===== src/rtl/fp_unpack_normalizer.sv =====
// fp_unpack_normalizer: unpacks an IEEE-754 word into sign, unbiased exponent and hidden-bit significand, normalising denormals one shift per cycle
module fp_unpack_normalizer #(
    parameter int EXPONENT_BITS = 8,
    parameter int FRACTION_BITS = 23,
    parameter int BIAS          = 127
) (
    input  logic                                   clk,
    input  logic                                   rst_n,
    input  logic                                   in_valid,
    output logic                                   in_ready,
    input  logic [EXPONENT_BITS+FRACTION_BITS:0]   in_float,
    output logic                                   out_valid,
    input  logic                                   out_ready,
    output logic                                   out_sign,
    output logic [EXPONENT_BITS:0]                 out_exp,
    output logic [FRACTION_BITS:0]                 out_mant,
    output logic                                   out_zero,
    output logic                                   out_denorm,
    output logic                                   out_inf,
    output logic                                   out_nan
);
    localparam int EB = EXPONENT_BITS;
    localparam int FB = FRACTION_BITS;
    localparam logic [EB:0] EXP_BIAS = (EB+1)'(BIAS);
    localparam logic [EB:0] EXP_INF  = (EB+1)'(BIAS + 1);
    localparam logic [EB:0] EXP_DEN  = (EB+1)'(1 - BIAS);
    localparam logic [EB:0] EXP_ONE  = (EB+1)'(1);

    typedef enum logic [1:0] {IDLE, NORM, DONE} state_t;
    state_t state, state_nx;

    logic          sgn;
    logic [EB-1:0] e_f;
    logic [FB-1:0] frac;
    logic          e_zero, e_ones, f_zero, accept;

    assign sgn    = in_float[EB+FB];
    assign e_f    = in_float[FB +: EB];
    assign frac   = in_float[FB-1:0];
    assign e_zero = (e_f == '0);
    assign e_ones = &e_f;
    assign f_zero = (frac == '0);
    assign accept = in_valid && in_ready;

    // state register
    always_ff @(posedge clk or negedge rst_n) begin
        if (!rst_n) state <= IDLE;
        else        state <= state_nx;
    end

    // next state: denormals detour through NORM until the shifted MSB lands on the hidden bit
    always_comb begin
        state_nx = (state == IDLE) ? (in_valid ? ((e_zero && !f_zero) ? NORM : DONE) : IDLE) :
                   (state == NORM) ? (out_mant[FB-1] ? DONE : NORM) :
                                     (out_ready ? IDLE : DONE);
    end

    // handshake outputs decoded from state
    always_comb begin
        in_ready  = (state == IDLE);
        out_valid = (state == DONE);
    end

    // result registers: loaded on accept, shifted while normalising, held otherwise
    always_ff @(posedge clk or negedge rst_n) begin
        if (!rst_n) begin
            out_sign   <= 1'b0;
            out_exp    <= '0;
            out_mant   <= '0;
            out_zero   <= 1'b0;
            out_denorm <= 1'b0;
            out_inf    <= 1'b0;
            out_nan    <= 1'b0;
        end else if (accept) begin
            out_sign   <= sgn;
            out_mant   <= {!(e_zero || e_ones), frac};
            out_exp    <= e_zero ? (f_zero ? '0 : EXP_DEN) : e_ones ? EXP_INF : {1'b0, e_f} - EXP_BIAS;
            out_zero   <= e_zero && f_zero;
            out_denorm <= e_zero && !f_zero;
            out_inf    <= e_ones && f_zero;
            out_nan    <= e_ones && !f_zero;
        end else if (state == NORM) begin
            out_mant   <= {out_mant[FB-1:0], 1'b0};
            out_exp    <= out_exp - EXP_ONE;
        end
    end
endmodule

===== config.mk =====
export PLATFORM = sky130hd
export DESIGN_NAME = fp_unpack_normalizer
export DESIGN_NICKNAME = d
export VERILOG_FILES = /design/src/rtl/fp_unpack_normalizer.sv
export SDC_FILE = /design/constraint.sdc
export NUM_CORES = 1
export LEC_CHECK = 0
export BUFFER_PORTS_ARGS = -buffer_cell sky130_fd_sc_hd__buf_2
export CAP_MARGIN = 20
export CORE_ASPECT_RATIO = 0.75
export CORE_UTILIZATION = 51
export CTS_CLUSTER_SIZE = 25
export DETAILED_ROUTE_END_ITERATION = 10
export GPL_TIMING_DRIVEN = 0
export PLACE_DENSITY = 0.8
export RECOVER_POWER = 50
export SLEW_MARGIN = 20
export SYNTH_ARGS = -nofsm -noshare
export SYNTH_HDL_FRONTEND = slang
export SYNTH_SLANG_ARGS = --single-unit
export TNS_END_PERCENT = 30

===== constraint.sdc =====
create_clock -name clk -period 2.37 [get_ports clk]
set_clock_uncertainty 0.15 [all_clocks]
set_input_delay 0 -clock clk [delete_from_list [all_inputs] [get_ports clk]]
set_output_delay 0 -clock clk [all_outputs]
set_load 0.05 [all_outputs]

; ---- After elaboration in Yosys (flattened, before gate mapping)
; Cells that the tools add are included.
; W data, S select, Z words.
[op_classes]
n_eq_ne = 2
reduce_logical = 13
addsub = 2
muxes = 13
[ops]
columns = operator, count
row1 = $mux W24, 2
row2 = $mux W9, 5
row3 = $logic_not A23 Y1, 1
row4 = $mux W2, 6
row5 = $sub A8 B7 Y9 const B, 1
row6 = $sub A9 B1 Y9 const B, 1
row7 = $logic_not A8 Y1, 1
row8 = $reduce_and A8 Y1, 1
row9 = $logic_and A1 B1 Y1, 5
row10 = $eq A2 B1 Y1 const B, 1
row11 = $eq A2 B2 Y1 const B, 1
row12 = $logic_not A1 Y1, 2
row13 = $logic_not A2 Y1, 1
row14 = $reduce_bool A2 Y1, 1
row15 = $logic_or A1 B1 Y1, 1
[word_totals]
reg_bits = 40
elab_cells = 38
out_inout_bits = 40

; ---- Longest topological paths before layout
[depth]
word_depth = 6
mapped_depth = 7

; ---- Worst setup path before layout
; No wires, ideal clock.
[synth_timing]
kind = reg-to-reg
start = reg out_exp[0]
end = reg out_exp[8]
path_stages_with_launch = 7
synth_period_minus_slack_ns = 2.063
arrival_time_ns = 1.768
t_required_ns = 2.076
setup_time_ns = 0.144
path_slack_ns = 0.307
path_cell_list = dfrtp_1 > inv_1 > ha_1 > or4b_4 > nor4_4 > mux2i_1 > a311oi_2
[synth_via]
elab_chain_len = 3
[synth_rtl]
columns = item, line
row1 = from (decl), 15  ; output logic [EXPONENT_BITS:0] out_exp,
row2 = from (signal assigned), 77  ; out_exp <= e_zero ? (f_zero ? '0 : EXP_DEN) : e_ones ? EXP_INF : {1'b0, e_f} - EXP_BIAS;
row3 = from (signal assigned), 84  ; out_exp <= out_exp - EXP_ONE;
row4 = $sub A9 B1 Y9, 84
row5 = $mux W9, 82  ; end else if (state == NORM) begin
row6 = $mux W9, 74  ; end else if (accept) begin
; Every way passes these cells. The select of a mux whose other input is x is not followed.
; A chain may end at the register's enable or synchronous reset.

; ---- Worst setup path after layout
[layout_timing]
start = reg state[1]
end = reg out_mant[1]
[layout_via]
elab_chain_len = 3
[layout_rtl]
columns = item, line
row1 = from (decl), 30  ; state_t state, state_nx;
row2 = from (signal assigned), 48  ; else state <= state_nx;
row3 = $logic_not A2 Y1, 60  ; in_ready = (state == IDLE);
row4 = $logic_and A1 B1 Y1, 43  ; assign accept = in_valid && in_ready;
row5 = $mux W24 / $reduce_bool A2 Y1 (equally long branches), --
row6 = to (signal assigned), 76  ; out_mant <= {!(e_zero || e_ones), frac};
row7 = to (signal assigned), 83  ; out_mant <= {out_mant[FB-1:0], 1'b0};
row8 = to (decl), 16  ; output logic [FRACTION_BITS:0] out_mant,
; Parallel ways exist; a longest one is shown, timed or not.

==> out/metrics.cfg <==
[status]
status = completed

[worst_setup_path]
path_delay_family = buffers and inverters
cp-start-kind = register
r2r_slack_ps = 300
worstPathArrival_ps = 2060
path_max_fanout = 10
crit_buf_inv = 3
r2r_end = out_mant[1]
r2r-start = state[1]
critical_path.max_stage_delay_ps = 590
ff2ff_path_depth = 6
critPathCaptureType = register
crit_slowest_cell = dlygate4sd3_1
crit_chain = clkbuf_1 -> nor2b_1 -> buf_2 -> a21oi_1 -> dlygate4sd3_1 -> o21ai_0
required_ps = 2360
crit_type = register to register

[sta]
slew_violations = 0
hold_viol_final = 0
setup_viol = 0
rsz0062_at_grt = no
fin_crit_ps = 2066
layout_setup_ws_ps = 303.8
worst_hold_slack_ps = 29.84
worst_pin_slew_ps = 1005
fmax_ghz = 0.4840
timing.slew.headroom = 0.3303
tns_ps = 0
fin_crit_sh = 0.8718

[drt]
drt_iter0_markers = 254
remaining_drc_errors = 0
postRouteAntennaNets = 0
met1_length_mm = 3.093
wl_mm = 7.039
drtPass1Iterations = 5
dr_wl_met3_um = 607
wl_per_cell_um = 16.29
vias_per_cell = 5.912
num_vias = 2554
maxUsedRoutingLayer = met4
met2_length_mm = 3.164

[synthesis]
ys.flop_type = dfrtp_1
synth_edf_count = 0
yosysSeqAreaShare = 0.4320
ys_seq_elements = 40
synthTopCellsByArea = dfrtp_1 (43%), a22oi_1 (7.8%), nor2b_1 (7.3%)
netlist.area_leader.share = 0.4320
synth_cell_types = 36
ys_async_sr_fraction = 1.000
synth_top_cell_by_area = dfrtp_1
syn_inst = 262
synth_commonest_cells = dfrtp_1 (40), nor2b_1 (27), o21ai_0 (27)
syn-cell-area_um2 = 2317
yosysMostFrequentCell = dfrtp_1
syn_avg_cell_area_um2 = 8.844
synth_fp_nets = 301
yosys_warnings = 0

[final_layout]
fin_nets = 416
layout-area-overhead-vs-synth_pct = 35.53
post-route-util = 0.7470
layoutNonFillerInstCount = 432
diodes = 0
fin_area_um2 = 3141
drive_gt1_frac = 0.1353

[floorplan]
die_h_um = 60.38
ioPinCount = 76
die_area_um2 = 4820
rows = 20
placeableCoreArea_um2 = 4204
start_util = 0.5512
die_x_um = 79.84

[pwr]
clkPwrFrac = 0.178
vdd_drop_max_mv = 0.5370
p_comb_frac = 0.448
total_power_mw = 2.744
seq_power_share = 0.373
powerDensity_nw_per_um2 = 873.9
p_switching_mw = 1.312
intPower_mw = 1.433
p_leak_nw = 1.267
switching_share = 0.4779

[global_routing]
grt_usage = 0.3073
overflow = 0
antenna_found_initial = 0
grt_pass1_vias = 2296
grt_pass1_wl_mm = 11.14
grt_max_degree = 41

[placed_design]
hpwlAfterDp_mm = 4.467
portBuffers = 75
dp.cells = 392
gp_congestion = 0.7937
dp_slack_ps = 400.3
placed_area_um2 = 2761

[clock_network]
htreeDepth = 2
cts_setup_buffers = 0
cts_root_buf = clkbuf_8
clockBufferDepth = 2
clock_latency_ps = 290
ctsResizeCount = 0
cts.clk_slew.worst_paths_ps = 80
clock-sinks = 40
cts_buffers = 5
cts_tree = built

[worst_hold_path]
min_to = out_mant[3]
hp-start = in_valid
hp-class = input pin to register
hold_depth = 4

[flow_run]
cap_violations = 0

-- layer usage --
metal	up-vias	global-route usage
met1	1200	0.4262
met3	24	0.06466
li1	1186	-
met4	0	0.1173
met2	144	0.4823
met5	-	0
-- flip-flops by register name, indices dropped and copies added, names as in the netlist --
signal	flops
out_inf	1
out_denorm	1
out_zero	1
out_nan	1
out_exp	9
out_mant	24
out_sign	1
state	2
-- power by group through the flow --
stage	sequential, mW	clock [mW]	combinational [mW]
CTS	1.01	0.491	1.26
finish	1.02	0.490	1.23
global route	1.05	0.515	1.31
global placement	1.02	0	1.19
floorplan	1.53	0	0.381
detailed placement	1.02	0	1.21
-- area by class of cell --
type / instances / area [um^2]
Buffer: 16 / 62.56
Clock buffer: 7 / 96.34
Fill cell: 328 / 1064
Inverter: 7 / 26.28
Multi-Input combinational cell: 199 / 1227
Sequential cell: 40 / 1001
Tap cell: 55 / 68.82
Timing Repair Buffer: 108 / 658.1
-- tightest hold or removal path: stages --
cell	delay, ps
buf_2	170
nor2b_1	70
a21oi_1	100
o21ai_0	90
-- worst max path at each step --
| stage | startpoint | end | slack, ps | depth (start not counted) |
|---|---|---|---|---|
| final | state[1] | out_mant[1] | 300 | 6 |
| after global routing | in_float[23] | out_exp[3] | 220 | 7 |
| after CTS | out_exp[0] | out_exp[8] | 390 | 6 |
| after detailed placement | out_exp[0] | out_exp[8] | 400 | 6 |
| after global placement | out_exp[0] | out_exp[8] | 430 | 6 |
| after floorplan | out_exp[0] | out_exp[8] | 310 | 6 |
-- kinds of logic after synthesis --
kind of cell | synth area share
AO/OA/AOI/OAI | 0.2570
XOR/XNOR | 0.01890
adder cells (fa/ha/maj) | 0.01620
buffers and inverters | 0.03834
flip-flops | 0.4320
multiplexers | 0.02646
AND/OR/NAND/NOR | 0.2111
-- cells in the final DEF, fill, tap and decap left out --
cell,count
inv_1,7
o221ai_1,4
and2_1,2
nand4_1,2
o31ai_1,3
a311oi_1,1
dlygate4sd3_1,33
or2_2,1
or3_1,1
nor4_1,7
o21ai_0,27
dfrtp_1,40
mux2i_1,5
clkbuf_1,52
a311oi_2,1
a22o_1,1
nor2b_1,27
clkbuf_8,7
nor3_1,4
nand2_1,18
nand3_1,5
nand2b_1,5
a221oi_1,1
or4b_4,1
xnor2_1,4
a31oi_1,1
a221o_1,1
nor2_1,16
xor2_1,1
a21oi_1,26
a22oi_1,24
buf_2,38
o21bai_1,2
clkbuf_2,1
nor4_4,1
ha_1,3
o22ai_1,2
o211ai_1,1
mux2_2,1
-- what timing repair did --
action                                  CTS  global route
endpoints found under the setup margin    0             0
hold buffers                             33             0
endpoints found under the hold margin    72             0
(Power assumes the default switching activity.)
